<file path="src/rtl/ts_pkg.sv">
// Shared types and constants for the temperature-sensor monitor.
package ts_pkg;

    localparam int unsigned TS_DW     = 8;
    localparam int unsigned TS_SEL_W  = 2;
    localparam int unsigned TS_LOG2_W = 2;

    typedef enum logic [1:0] {
        ST_NORMAL = 2'd0,
        ST_PEND   = 2'd1,
        ST_HOT    = 2'd2
    } alarm_state_t;

    // Window size select to log2(N): codes 0..3 give N = 1,2,4,8.
    function automatic logic [TS_LOG2_W-1:0] sel_to_log2(input logic [TS_SEL_W-1:0] sel);
        return TS_LOG2_W'(sel);
    endfunction

endpackage

</file>
<file path="src/rtl/ts_avg_acc.sv">
// Non-overlapping block averager: counts samples, accumulates, rounds and
// strobes the result once per window of N samples.
module ts_avg_acc
    import ts_pkg::*;
#(
    parameter int unsigned DW    = TS_DW,
    parameter int unsigned ACC_W = DW + 3
) (
    input  logic                clk,
    input  logic                RSTn,
    input  logic                i_en,
    input  logic                i_valid,
    input  logic [DW-1:0]       i_data,
    input  logic [TS_SEL_W-1:0] i_avg_sel,
    output logic [DW-1:0]       o_avg,
    output logic                o_avg_vld,
    output logic                o_fire_c,
    output logic [DW-1:0]       o_avg_c
);

    localparam int unsigned CNT_W = 4;

    logic [CNT_W-1:0]    r_cnt;
    logic [ACC_W-1:0]    r_acc;
    logic [TS_SEL_W-1:0] r_sel;
    logic [DW-1:0]       r_avg;
    logic                r_avg_vld;

    logic                 w_sel_chg;
    logic [TS_LOG2_W-1:0] w_log2;
    logic [CNT_W-1:0]     w_n;
    logic [CNT_W-1:0]     w_base_cnt;
    logic [ACC_W-1:0]     w_base_acc;
    logic [CNT_W-1:0]     w_cnt_inc;
    logic [ACC_W-1:0]     w_sum;
    logic [ACC_W-1:0]     w_half;
    logic [ACC_W-1:0]     w_round;
    logic                 w_fire;

    // Window bookkeeping; a window-size change restarts from an empty window.
    always_comb begin
        w_sel_chg  = (i_avg_sel != r_sel);
        w_log2     = sel_to_log2(i_avg_sel);
        w_n        = CNT_W'(1) << w_log2;
        w_base_cnt = w_sel_chg ? '0 : r_cnt;
        w_base_acc = w_sel_chg ? '0 : r_acc;
        w_cnt_inc  = w_base_cnt + CNT_W'(1);
        w_sum      = w_base_acc + ACC_W'(i_data);
        w_half     = (ACC_W'(1) << w_log2) >> 1;
        w_round    = (w_sum + w_half) >> w_log2;
        w_fire     = i_en && i_valid && (w_cnt_inc == w_n);
    end

    // Counter, accumulator and registered average/strobe.
    always_ff @(posedge clk or negedge RSTn) begin
        if (!RSTn) begin
            r_cnt     <= '0;
            r_acc     <= '0;
            r_sel     <= '0;
            r_avg     <= '0;
            r_avg_vld <= 1'b0;
        end else begin
            r_sel     <= i_avg_sel;
            r_avg_vld <= w_fire;
            if (!i_en) begin
                r_cnt <= '0;
                r_acc <= '0;
            end else if (w_fire) begin
                r_cnt <= '0;
                r_acc <= '0;
                r_avg <= w_round[DW-1:0];
            end else if (i_valid) begin
                r_cnt <= w_cnt_inc;
                r_acc <= w_sum;
            end else begin
                r_cnt <= w_base_cnt;
                r_acc <= w_base_acc;
            end
        end
    end

    assign o_avg     = r_avg;
    assign o_avg_vld = r_avg_vld;
    assign o_fire_c  = w_fire;
    assign o_avg_c   = w_round[DW-1:0];

endmodule

</file>
<file path="src/rtl/ts_monitor.sv">
// Temperature monitor: windowed average, hysteresis alarm FSM, min/max tracking.
module ts_monitor
    import ts_pkg::*;
#(
    parameter int unsigned DW    = TS_DW,
    parameter int unsigned ACC_W = DW + 3
) (
    input  logic                clk,
    input  logic                RSTn,
    input  logic                reg_mon_en,
    input  logic                ts_valid,
    input  logic [DW-1:0]       ts_out,
    input  logic [TS_SEL_W-1:0] reg_avg_sel,
    input  logic [DW-1:0]       reg_hi_th,
    input  logic [DW-1:0]       reg_lo_th,
    input  logic                reg_minmax_clr,
    output logic [DW-1:0]       ts_avg,
    output logic                ts_avg_vld,
    output logic                ts_alarm,
    output logic [DW-1:0]       ts_max,
    output logic [DW-1:0]       ts_min
);

    alarm_state_t  r_state;
    logic          r_alarm;
    logic [DW-1:0] r_max;
    logic [DW-1:0] r_min;

    logic          w_fire;
    logic [DW-1:0] w_avg_next;
    logic [DW-1:0] w_avg;
    logic          w_avg_vld;

    ts_avg_acc #(
        .DW    (DW),
        .ACC_W (ACC_W)
    ) u_avg_acc (
        .clk       (clk),
        .RSTn      (RSTn),
        .i_en      (reg_mon_en),
        .i_valid   (ts_valid),
        .i_data    (ts_out),
        .i_avg_sel (reg_avg_sel),
        .o_avg     (w_avg),
        .o_avg_vld (w_avg_vld),
        .o_fire_c  (w_fire),
        .o_avg_c   (w_avg_next)
    );

    // Alarm FSM, stepped at the edge that raises ts_avg_vld so ts_alarm moves with it.
    always_ff @(posedge clk or negedge RSTn) begin
        if (!RSTn) begin
            r_state <= ST_NORMAL;
            r_alarm <= 1'b0;
        end else if (!reg_mon_en) begin
            r_state <= ST_NORMAL;
            r_alarm <= 1'b0;
        end else if (w_fire) begin
            case (r_state)
                ST_NORMAL: begin
                    if (w_avg_next >= reg_hi_th) begin
                        r_state <= ST_PEND;
                    end
                    r_alarm <= 1'b0;
                end
                ST_PEND: begin
                    if (w_avg_next >= reg_hi_th) begin
                        r_state <= ST_HOT;
                        r_alarm <= 1'b1;
                    end else begin
                        r_state <= ST_NORMAL;
                        r_alarm <= 1'b0;
                    end
                end
                ST_HOT: begin
                    if (w_avg_next < reg_lo_th) begin
                        r_state <= ST_NORMAL;
                        r_alarm <= 1'b0;
                    end
                end
                default: begin
                    r_state <= ST_NORMAL;
                    r_alarm <= 1'b0;
                end
            endcase
        end
    end

    // Extreme tracking of published averages; a clear coincident with a new average seeds both.
    always_ff @(posedge clk or negedge RSTn) begin
        if (!RSTn) begin
            r_max <= '0;
            r_min <= '1;
        end else if (reg_mon_en) begin
            if (reg_minmax_clr && w_avg_vld) begin
                r_max <= w_avg;
                r_min <= w_avg;
            end else if (reg_minmax_clr) begin
                r_max <= '0;
                r_min <= '1;
            end else if (w_avg_vld) begin
                if (w_avg > r_max) r_max <= w_avg;
                if (w_avg < r_min) r_min <= w_avg;
            end
        end
    end

    assign ts_avg     = w_avg;
    assign ts_avg_vld = w_avg_vld;
    assign ts_alarm   = r_alarm;
    assign ts_max     = r_max;
    assign ts_min     = r_min;

endmodule

</file>
<file path="config.mk">
export PLATFORM = sky130hd
export DESIGN_NAME = ts_monitor
export DESIGN_NICKNAME = d
export VERILOG_FILES = /design/src/rtl/ts_pkg.sv /design/src/rtl/ts_avg_acc.sv /design/src/rtl/ts_monitor.sv
export SDC_FILE = /design/constraint.sdc
export NUM_CORES = 1
export LEC_CHECK = 0
export ABC_AREA = 1
export CAP_MARGIN = 10
export CORE_UTILIZATION = 56
export CTS_BUF_LIST = sky130_fd_sc_hd__clkbuf_4 sky130_fd_sc_hd__clkbuf_8 sky130_fd_sc_hd__clkbuf_16
export DETAILED_ROUTE_END_ITERATION = 16
export PLACE_DENSITY = 0.88
export SETUP_SLACK_MARGIN = 0.2
export SLEW_MARGIN = 40
export SYNTH_ARGS = -nofsm -noshare
export SYNTH_HDL_FRONTEND = slang
export SYNTH_HIERARCHICAL = 1
export SYNTH_SLANG_ARGS = --single-unit
</file>
<file path="constraint.sdc">
create_clock -name clk -period 4.86 [get_ports clk]
set_clock_uncertainty 0.15 [all_clocks]
set_input_delay 1.215 -clock clk [delete_from_list [all_inputs] [get_ports clk]]
set_output_delay 1.215 -clock clk [all_outputs]
set_load 0.05 [all_outputs]
</file>
==> flow_metrics.py <==
metrics = {
    "yosys": {
        "yosysSeqAreaShare_pct": 27.28,
        "yosys_register_bits": 45,
        "yosysWarningCount": 6,
        "ys_types": 45,
        "async_reset_ff_share_pct": 100.0,
        "synthTopCellsByArea": "dfrtp_1 22%, nand2_1 15%, ha_1 12%",
        "syn_area_um2": 4164,
        "synth_nets": 672,
        "synth.most_common_cell": "nand2_1",
        "synthCells": 599,
        "syn_area_per_cell_um2": 6.952,
        "synthFlopType": "dfrtp_1",
        "ys_top_cells_by_count": "171 x nand2_1, 98 x inv_1, 44 x nor2_1",
        "yosysTopAreaCellShare_pct": 22.24,
        "synth_edf_count": 0,
        "yosysTopAreaCell": "dfrtp_1",
    },
    "floorplan": {
        "ios": 57,
        "die_w_um": 88.23,
        "core-area_um2": 7214,
        "row_count": 31,
        "die-area_um2": 7785,
        "start_util_pct": 57.72,
        "die_h_um": 88.23,
    },
    "global_routing": {
        "grt_overflow": 0,
        "grt_usage_pct": 33.20,
        "grt_pass1_vias": 4316,
        "grt_pass1_wl_mm": 19.87,
        "antenna_found_initial": 0,
        "grt_max_degree": 46,
    },
    "critical_path": {
        "crit_fanout": 4,
        "arrival_ns": 4.99,
        "worstSetupStartpointType": "input pin",
        "path_buf_inv": 5,
        "crit_type": "in2reg",
        "critPathSlowestCell": "fa_2",
        "cp_num_cells": 31,
        "path_delay_family": "simple AND/OR/NAND/NOR gates",
        "reg2reg_depth": 28,
        "max_stage_delay_ns": 0.37,
        "crit_required_ns": 4.91,
        "crit_start": "reg_avg_sel[0]",
        "endpoint": "r_state[0]",
        "worst_r2r_endpoint": "r_state[0]",
        "end_kind": "flop",
        "r2r-start": "u_avg_acc/r_sel[1]",
        "ff2ff_setup_slack_ns": 0.44,
    },
    "detailed_routing": {
        "drt_iter0_markers": 355,
        "wirelength_mm": 12.39,
        "ant_nets": 0,
        "route.detailed.wl_per_inst_um": 15.04,
        "drc_errors": 0,
        "viasPerCell": 5.467,
        "num_vias": 4505,
        "dr.pass1.iters": 6,
    },
    "power": {
        "leakage_nw": 3.026,
        "power_mw": 1.815,
        "power_density_nw_per_um2": 320.4,
        "ir_drop_uv": 131.5,
    },
    "clock_tree": {
        "clock_sinks": 45,
        "cts_hold_buf": 0,
        "clk_path_buf_depth": 2,
        "numCtsBuffers": 5,
        "cts_max_level": 2,
        "root_buffer": "clkbuf_8",
        "clk_latency_ns": 0.30,
        "clk_pin_slew_ns": 0.09,
        "cts_tree": "done",
    },
    "finish": {
        "final_nets": 797,
        "stdcell_count": 824,
        "syn_to_final_growth_pct": 36.03,
        "fin_util_pct": 78.51,
        "drive_above_1_share_pct": 26.07,
        "fillers": 486,
        "diodes": 0,
    },
    "place": {
        "dp_hpwl_mm": 8.765,
        "place_congestion": 0.9124,
        "post-place-cells": 805,
        "placement.io_buffers": 56,
    },
    "timing": {
        "relSlewSlack_pct": 58.37,
        "fmax_mhz": 202.2,
        "setup_ws_ns": -0.08536,
        "setup_viol": 3,
        "hold_viol": 0,
        "finalMaxSlewViolations": 0,
        "rsz0062_at_grt": "true",
        "fin_crit_sh_pct": 101.8,
        "worst_pin_slew_ns": 0.6225,
        "post-route-min-period_ns": 4.945,
    },
    "job": {
        "maxCapViolCount": 0,
    },
    "min_path": {
        "hp-class": "reg2reg",
    },
    "outcome": {
        "outcome": "finished, violations left",
        "violations": "negative setup slack",
    },
}
## metal layers
metal  up-vias  global-route usage (%)  wire [um]  share of wire (%)
met3        46                   5.504        783                6.3
met2       199                   56.64       6114                 49
li1       2150                       -          -                  -
met4         0                   12.61        441                3.6
met5         -                       0          0                  0
met1      2110                   42.23       5054                 41
## worst min-delay path, stage by stage (launching register included)
cell and delay [ns]:
dfstp_2 0.39, nand2_1 0.06, nand2_1 0.04
## power breakdown
| part | internal, mW | switching, mW |
|---|---|---|
| Sequential | 0.464 | 0.0799 |
| Combinational | 0.383 | 0.634 |
| Clock | 0.116 | 0.138 |
| Total | 0.963 | 0.852 |
## timing repair
action,in CTS,in global routing
gates resized for setup,37,8
endpoints found under the setup margin,3,3
buffers inserted,9,2
pin swaps,30,11
## worst min-delay path by stage
| stage | from | endpoint | slack [ns] | depth (start not counted) |
|---|---|---|---|---|
| final | ts_min[1] | ts_min[1] | 0.33 | 2 |
| after global routing | ts_min[0] | ts_min[0] | 0.35 | 2 |
| after CTS | ts_min[1] | ts_min[1] | 0.33 | 2 |
| after detailed placement | ts_min[1] | ts_min[1] | 0.32 | 2 |
| after global placement | ts_min[0] | ts_min[0] | 0.31 | 2 |
| after floorplan | r_state[1] | r_state[1] | 0.31 | 2 |
## cell families after synthesis
| family | synth area share (%) |
|---|---|
| AOI/OAI and AO/OA | 8.444 |
| adders and majority gates | 12.98 |
| and+or+nand+nor | 37.14 |
| xor gates and xnor gates | 2.735 |
| muxes | 0.2404 |
| DFF | 27.28 |
| buffers and inverters | 11.18 |
## state kept, by name, summed over array words and instances (netlist names)
name	cells
u_avg_acc/r_cnt	4
u_avg_acc/o_avg_vld	1
u_avg_acc/r_acc	11
r_state	2
ts_min	8
u_avg_acc/o_avg	8
ts_max	8
ts_alarm	1
u_avg_acc/r_sel	2
## per-stage QoR
step	area [um^2]	setup slack [ns]	setup TNS, ns	hold slack (ns)
after floorplan	4249	-0.1147	-0.3296	0.3105
after global placement	5316	-0.4857	-1.435	0.3100
after detailed placement	5319	-0.7082	-2.116	0.3196
after CTS	5617	0.1207	0	0.3334
after global routing	5664	-0.2520	-0.7168	0.3454
final	5664	-0.08536	-0.2447	0.3330
## area by class of cell
cell class	count	area, um^2	area share (%)
multi-input combinational	434	2791	49.28
sequential	45	1136	20.06
timing repair buffer	125	1085	19.15
inverter	113	431.7	7.621
tap	99	123.9	2.187
clock buffer	6	82.58	1.458
clock inverter	2	13.76	0.2430
## placed cells by master, fill, tap and decap left out, types with 2 or more instances in the layout
| cell | Yosys | layout |
|---|---|---|
| a211oi_1 | 3 | 3 |
| a21o_1 | 3 | 3 |
| a21oi_1 | 22 | 19 |
| a21oi_2 | 0 | 3 |
| buf_4 | 0 | 70 |
| buf_8 | 0 | 2 |
| clkbuf_8 | 0 | 6 |
| clkdlybuf4s50_1 | 0 | 52 |
| clkinv_1 | 3 | 3 |
| dfrtp_1 | 37 | 37 |
| dfstp_2 | 8 | 8 |
| fa_2 | 0 | 2 |
| ha_1 | 40 | 32 |
| ha_4 | 0 | 8 |
| inv_1 | 98 | 94 |
| inv_2 | 11 | 13 |
| inv_4 | 1 | 3 |
| nand2_1 | 171 | 165 |
| nand2_2 | 20 | 26 |
| nand2_4 | 6 | 6 |
| nand3_1 | 42 | 36 |
| nand3_2 | 9 | 13 |
| nand3_4 | 1 | 3 |
| nand4_1 | 14 | 14 |
| nand4_4 | 2 | 2 |
| nor2_1 | 44 | 40 |
| nor2_2 | 5 | 8 |
| nor2_4 | 3 | 4 |
| nor3_1 | 3 | 2 |
| o211ai_1 | 3 | 3 |
| o21a_1 | 2 | 2 |
| o21ai_0 | 7 | 6 |
| o21ai_1 | 4 | 4 |
| o21ai_2 | 2 | 3 |
| o21bai_1 | 3 | 3 |
| o22ai_1 | 5 | 5 |
| xnor2_1 | 2 | 2 |
| xor2_1 | 6 | 5 |
(Power assumes the default switching activity.)
